==> src/rtl/dbus_arbiter.sv <==
// dbus_arbiter: round-robin, burst-locked arbiter that lets two masters share the 8-bit dbus.
// Define DBUS_ARB_WATCHDOG_EN to build the stall watchdog (idle counter, lockout, timeout pulse).
module dbus_arbiter #(
  parameter int TIMEOUT_W = 12
) (
  input  logic       sysclk,
  input  logic       reset,

  input  logic       m0_req,
  output logic       m0_gnt,
  input  logic [7:0] m0_reg,
  input  logic       m0_w,
  input  logic       m0_r,
  input  logic [7:0] m0_wdata,
  output logic [7:0] m0_rdata,

  input  logic       m1_req,
  output logic       m1_gnt,
  input  logic [7:0] m1_reg,
  input  logic       m1_w,
  input  logic       m1_r,
  input  logic [7:0] m1_wdata,
  output logic [7:0] m1_rdata,

  output logic [7:0] dbus_reg,
  output logic       dbus_w,
  output logic       dbus_r,
  output logic [7:0] dbus_data_out,
  input  logic [7:0] dbus_data_in,

  output logic       owner,
  output logic       busy,
  output logic       timeout
);

  typedef enum logic [1:0] {
    ST_IDLE     = 2'd0,
    ST_GRANT0   = 2'd1,
    ST_GRANT1   = 2'd2,
    ST_HANDOVER = 2'd3
  } state_e;

  state_e     state_q, state_d;
  logic       prio_q, prio_d;
  logic [1:0] elig;
  logic       expire;

`ifdef DBUS_ARB_WATCHDOG_EN
  logic [TIMEOUT_W-1:0] wd_cnt_q, wd_cnt_d;
  logic [1:0]           lock_q, lock_d;
  logic                 timeout_q, timeout_d;
  logic                 own_strobe;

  // A locked-out master stays ineligible until it has dropped its request once.
  assign elig       = {m1_req & ~lock_q[1], m0_req & ~lock_q[0]};
  assign expire     = ((state_q == ST_GRANT0) || (state_q == ST_GRANT1)) && (&wd_cnt_q);
  assign own_strobe = (state_q == ST_GRANT1) ? (m1_w | m1_r) : (m0_w | m0_r);

  always_comb begin
    wd_cnt_d  = '0;
    lock_d    = lock_q;
    timeout_d = expire;

    if ((state_q == ST_GRANT0 || state_q == ST_GRANT1) && (state_d == state_q)) begin
      if (own_strobe)
        wd_cnt_d = '0;
      else if (&wd_cnt_q)
        wd_cnt_d = wd_cnt_q;
      else
        wd_cnt_d = wd_cnt_q + 1'b1;
    end

    if (!m0_req) lock_d[0] = 1'b0;
    if (!m1_req) lock_d[1] = 1'b0;
    // Expiry outranks a request drop at the same edge.
    if (expire && state_q == ST_GRANT0) lock_d[0] = 1'b1;
    if (expire && state_q == ST_GRANT1) lock_d[1] = 1'b1;
  end

  always_ff @(posedge sysclk) begin
    if (reset) begin
      wd_cnt_q  <= '0;
      lock_q    <= '0;
      timeout_q <= 1'b0;
    end else begin
      wd_cnt_q  <= wd_cnt_d;
      lock_q    <= lock_d;
      timeout_q <= timeout_d;
    end
  end

  assign timeout = timeout_q;
`else
  assign elig    = {m1_req, m0_req};
  assign expire  = 1'b0;
  assign timeout = 1'b0;
`endif

  // NOTE: every signal assigned in an always_comb gets a default first, so no path leaves a latch.
  always_comb begin
    state_d = state_q;
    prio_d  = prio_q;
    unique case (state_q)
      ST_IDLE: begin
        if (elig == 2'b11) begin
          state_d = prio_q ? ST_GRANT1 : ST_GRANT0;
          prio_d  = ~prio_q;
        end else if (elig[0]) begin
          state_d = ST_GRANT0;
          prio_d  = 1'b1;
        end else if (elig[1]) begin
          state_d = ST_GRANT1;
          prio_d  = 1'b0;
        end
      end
      ST_GRANT0:   if (expire || !m0_req) state_d = ST_HANDOVER;
      ST_GRANT1:   if (expire || !m1_req) state_d = ST_HANDOVER;
      ST_HANDOVER: state_d = ST_IDLE;
      default:     state_d = ST_IDLE;
    endcase
  end

  // NOTE: state is updated with non-blocking assignments; reset is synchronous, checked first.
  always_ff @(posedge sysclk) begin
    if (reset) begin
      state_q <= ST_IDLE;
      prio_q  <= 1'b0;
    end else begin
      state_q <= state_d;
      prio_q  <= prio_d;
    end
  end

  assign m0_gnt = (state_q == ST_GRANT0);
  assign m1_gnt = (state_q == ST_GRANT1);
  assign busy   = m0_gnt | m1_gnt;
  assign owner  = m1_gnt;

  always_comb begin
    dbus_reg      = 8'h00;
    dbus_w        = 1'b0;
    dbus_r        = 1'b0;
    dbus_data_out = 8'h00;
    if (m0_gnt) begin
      dbus_reg      = m0_reg;
      dbus_w        = m0_w;
      dbus_r        = m0_r;
      dbus_data_out = m0_w ? m0_wdata : 8'h00;
    end else if (m1_gnt) begin
      dbus_reg      = m1_reg;
      dbus_w        = m1_w;
      dbus_r        = m1_r;
      dbus_data_out = m1_w ? m1_wdata : 8'h00;
    end
  end

  assign m0_rdata = (m0_gnt && m0_r) ? dbus_data_in : 8'h00;
  assign m1_rdata = (m1_gnt && m1_r) ? dbus_data_in : 8'h00;

endmodule

==> config.mk <==
export PLATFORM = sky130hd
export DESIGN_NAME = dbus_arbiter
export DESIGN_NICKNAME = d
export VERILOG_FILES = /design/src/rtl/dbus_arbiter.sv
export SDC_FILE = /design/constraint.sdc
export NUM_CORES = 1
export LEC_CHECK = 0
export ABC_AREA = 1
export BUFFER_PORTS_ARGS = -buffer_cell sky130_fd_sc_hd__clkbuf_2
export CAP_MARGIN = 40
export CORE_ASPECT_RATIO = 0.75
export CORE_MARGIN = 3
export CORE_UTILIZATION = 34
export CTS_BUF_LIST = sky130_fd_sc_hd__clkbuf_8
export CTS_CLUSTER_SIZE = 10
export DETAILED_ROUTE_END_ITERATION = 16
export GPL_TIMING_DRIVEN = 0
export PLACE_DENSITY = 0.84
export SKIP_LAST_GASP = 1
export SYNTH_ARGS = -nofsm -noshare
export SYNTH_HDL_FRONTEND = slang
export SYNTH_SLANG_ARGS = --single-unit
==> constraint.sdc <==
create_clock -name sysclk -period 3.5 [get_ports sysclk]
set_input_delay 0.875 -clock sysclk [delete_from_list [all_inputs] [get_ports sysclk]]
set_output_delay 0.875 -clock sysclk [all_outputs]
set_load 0.02 [all_outputs]
# After elaboration in Yosys (flattened, before gate mapping)
# Index checks and enable logic that the tools add are counted.
# op_classes
n_eq_ne	7
n_mux	22
bitwise	2
reduce_logical	6
# op_table
op	count
$mux W8	8
$mux W2	6
$pmux W2 S4	1
$mux W1	7
$eq A2 B2 Y1 const B	3
$ne A2 B2 Y1 const B	2
$ne A4 B4 Y1 const B	1
$reduce_and A3 Y1	1
$reduce_bool A3 Y1	1
$eq A2 B1 Y1 const B	1
$logic_and A1 B1 Y1	2
$logic_not A2 Y1	1
$reduce_and A2 Y1	1
$not A1 Y1	1
$or A1 B1 Y1	1
# totals
regBits	3
output_inout_bits	39
wordCells	39

# Logic depth before layout (Yosys ltp)
# logic_depth
word_depth	4
depth_mapped	10
ltp_nobuf	9

# Least setup slack after synthesis
# Ideal clock, no wire load.
# synth_path
path_type	register to output
startpoint	register state_q[1]
endpoint	output port m0_rdata[0]
arrival_time_ns	1.379
setup_slack_ns	1.246
path_stages_with_launch	6
cell_sequence	dfxtp_1 -> inv_1 -> ha_1 -> buf_4 -> nand2_2 -> nor2_1
# synth_via
elab_chain_cells	3
# synth_lines
element	line	rtl
from (decl)	43	state_e state_q, state_d;
from (signal assigned)	129	state_q <= state_d;
$eq A2 B1 Y1	134	assign m0_gnt = (state_q == ST_GRANT0);
named net m0_gnt	10	output logic m0_gnt,
$logic_and A1 B1 Y1	157	assign m0_rdata = (m0_gnt && m0_r) ? dbus_data_in : 8'h00;
$mux W8	157	
to (decl)	15	output logic [7:0] m0_rdata,
# The timed path passes the listed nets, and every way through them passes these cells.

# Worst setup path in the final report
# layout_path
startpoint	input port m1_w
endpoint	output port dbus_data_out[1]
# layout_via
elab_chain_cells	3
# layout_lines
element	line	rtl
from (decl)	20	input logic m1_w,
$mux W8	153	dbus_data_out = m1_w ? m1_wdata : 8'h00;
$mux W8	149	end else if (m1_gnt) begin
$mux W8	144	if (m0_gnt) begin
to (decl)	28	output logic [7:0] dbus_data_out,
# No other way between the ends.

==> metrics.cfg <==
[clock_network]
cts-buffers-inserted=3
cts-root-buf=clkbuf_8
cts_hold_buf=0
cts_max_path_buffers=2
cts_sinks=3
post_cts_buffers=0
tritoncts=built
cts_resized=0
htree_levels=1
clk_latency_ns=0.22
path_clk_slew_ns=0.03

[yosys]
ys_warn_count=0
synth.top_cell.area_share_pct=23.6
syn-instance-count=128
avgSynthCellArea_um2=5.10
syn_area_um2=653
ys_ff_latch=3
netlist_top_cells_area=nand2_1 (24%), nand3_1 (21%), nor2_1 (11%)
ys_seq_area_share_pct=9.20
synth_nets=181
synth_largest_area_cell=nand2_1
synth_cell_types=16

[floorplanning]
start_util_pct=36.8
num_rows=13
die_h_um=44.0
dieArea_um2=2490
io-pin-count=87
core_um2=1770
die_x_um=56.6

[timing]
setup-violations-final=0
hold_viol_final=0
period_share_pct=71.0
finClkSkew_ns=0.00142
setup_tns_ns=0
fmax_ghz=0.402
period_needed_ns=2.49
drv_slew=0
rsz0062_at_grt=no
holdWs_ns=0.453

[grt]
grt_pass1_wl_um=3570
grt_max_degree=11
overflow=0
track_usage_pct=17.8
first_global_vias=858
antenna_found_initial=0

[routing]
wire_per_inst_um=9.29
wirelength_um=2210
first_pass_iters=4
routed_via_density=4.40
drt.antenna.violating_nets=0
first_iter_violations=39
vias=1047
drc=0

[final_layout]
instances_no_fill=238
area_delta_synth_final_pct=75.5
regArea_um2=60.1
mostFrequentLayoutCells=clkbuf_2 (84), nand2_1 (41), nand3_1 (28)
final_cell_area_um2=1150
multi_input_area_um2=483
layout-drive-gt1-share_pct=46.3
n_fill_cell=198
nNetsFinal=270
n_antenna_cell=0
final_common_cell=clkbuf_2

[placement]
placed_area_um2=1100
place_hpwl_um=1920
placedCellCount=234
port_buffers=84
place.gp.congestion=0.711

[worst_setup_path]
start_kind=input port
worstPathArrival_ns=1.61
required_ns=2.62
critPathMaxFanout=8
worstSetupPathType=in -> out
cp-end-kind=primary output

[pwr]
ir_drop_v=0.000468
power_leakage_uw=0.000806
total_power_uw=681
powerDensity_nw_per_um2=594

[run_status]
outcome=completed

[hold_path]
hold_class=reg -> reg

[flow_run]
max-cap-violations=0

per-stage QoR:
stage / setup slack [ns] / utilization, %
finish: 1.01 / 64.6
global route: 0.895 / 64.6
CTS: 0.998 / 64.6
detailed placement: 1.00 / 62.1
global placement: 1.00 / 62.1
floorplan: 1.25 / -
worst max-delay path: stages:
cell	delay, ns
clkbuf_2	0.09
inv_1	0.04
nor2_2	0.24
nand3_1	0.11
nand2_1	0.08
clkbuf_2	0.16
sequential cells by signal, indices dropped and copies added, names as in the netlist:
register / cells
prio_q: 1
state_q: 2
area by class of cell:
type                            instances  share of cell area [%]
Timing Repair Buffer                   84                    36.7
Tap cell                               22                    2.40
Clock inverter                          1                   0.328
Clock buffer                            3                    3.60
Sequential cell                         3                    5.24
Buffer                                  7                    4.69
Multi-Input combinational cell        103                    42.1
Inverter                               15                    4.91
cells in the mapped netlist:
cell type   n
dfxtp_1     3
ha_1        5
buf_6       2
nand2_2     4
buf_4       3
nor2_1     20
nand3_1    28
o21ai_0     1
inv_2       1
nand2_1    41
nor2_2      2
conb_1      1
buf_2       1
buf_1       1
a21oi_1     1
inv_1      14
where the power goes:
group	switching (uW)	internal, uW	leakage [uW]
combinational	346	185	0.000754
sequential	6.68	46.9	0.0000249
clock	22.6	74.6	0.0000269
total	375	306	0.000806
final timing paths:
kind | startpoint | endpoint | slack [ns] | cells after the start
worst min register to register | prio_q | prio_q | 0.45 | 2
worst max-delay path | m1_w | dbus_data_out[1] | 1.01 | 6
worst min-delay path | prio_q | prio_q | 0.45 | 2
worst max register to register | state_q[0] | state_q[0] | 2.17 | 9
cells by family (layout without fill, tap and decap cells):
group           after synthesis  count (layout)  synth area share (%)
simple gates                 95              95                  62.3
buf+inv                      22             110                  16.9
fa+ha+maj                     5               5                  9.58
flops                         3               3                  9.20
compound gates                2               2                  1.53
other cells                   1               1                 0.574
metal layers:
metal | vias up | global-route usage [%] | part of all wire (%)
li1 | 567 | - | -
met1 | 431 | 20.2 | 40
met2 | 45 | 31.6 | 48
met3 | 4 | 4.17 | 10
met4 | 0 | 8.53 | 1.6
met5 | - | 0 | 0
(Power assumes the default switching activity.)
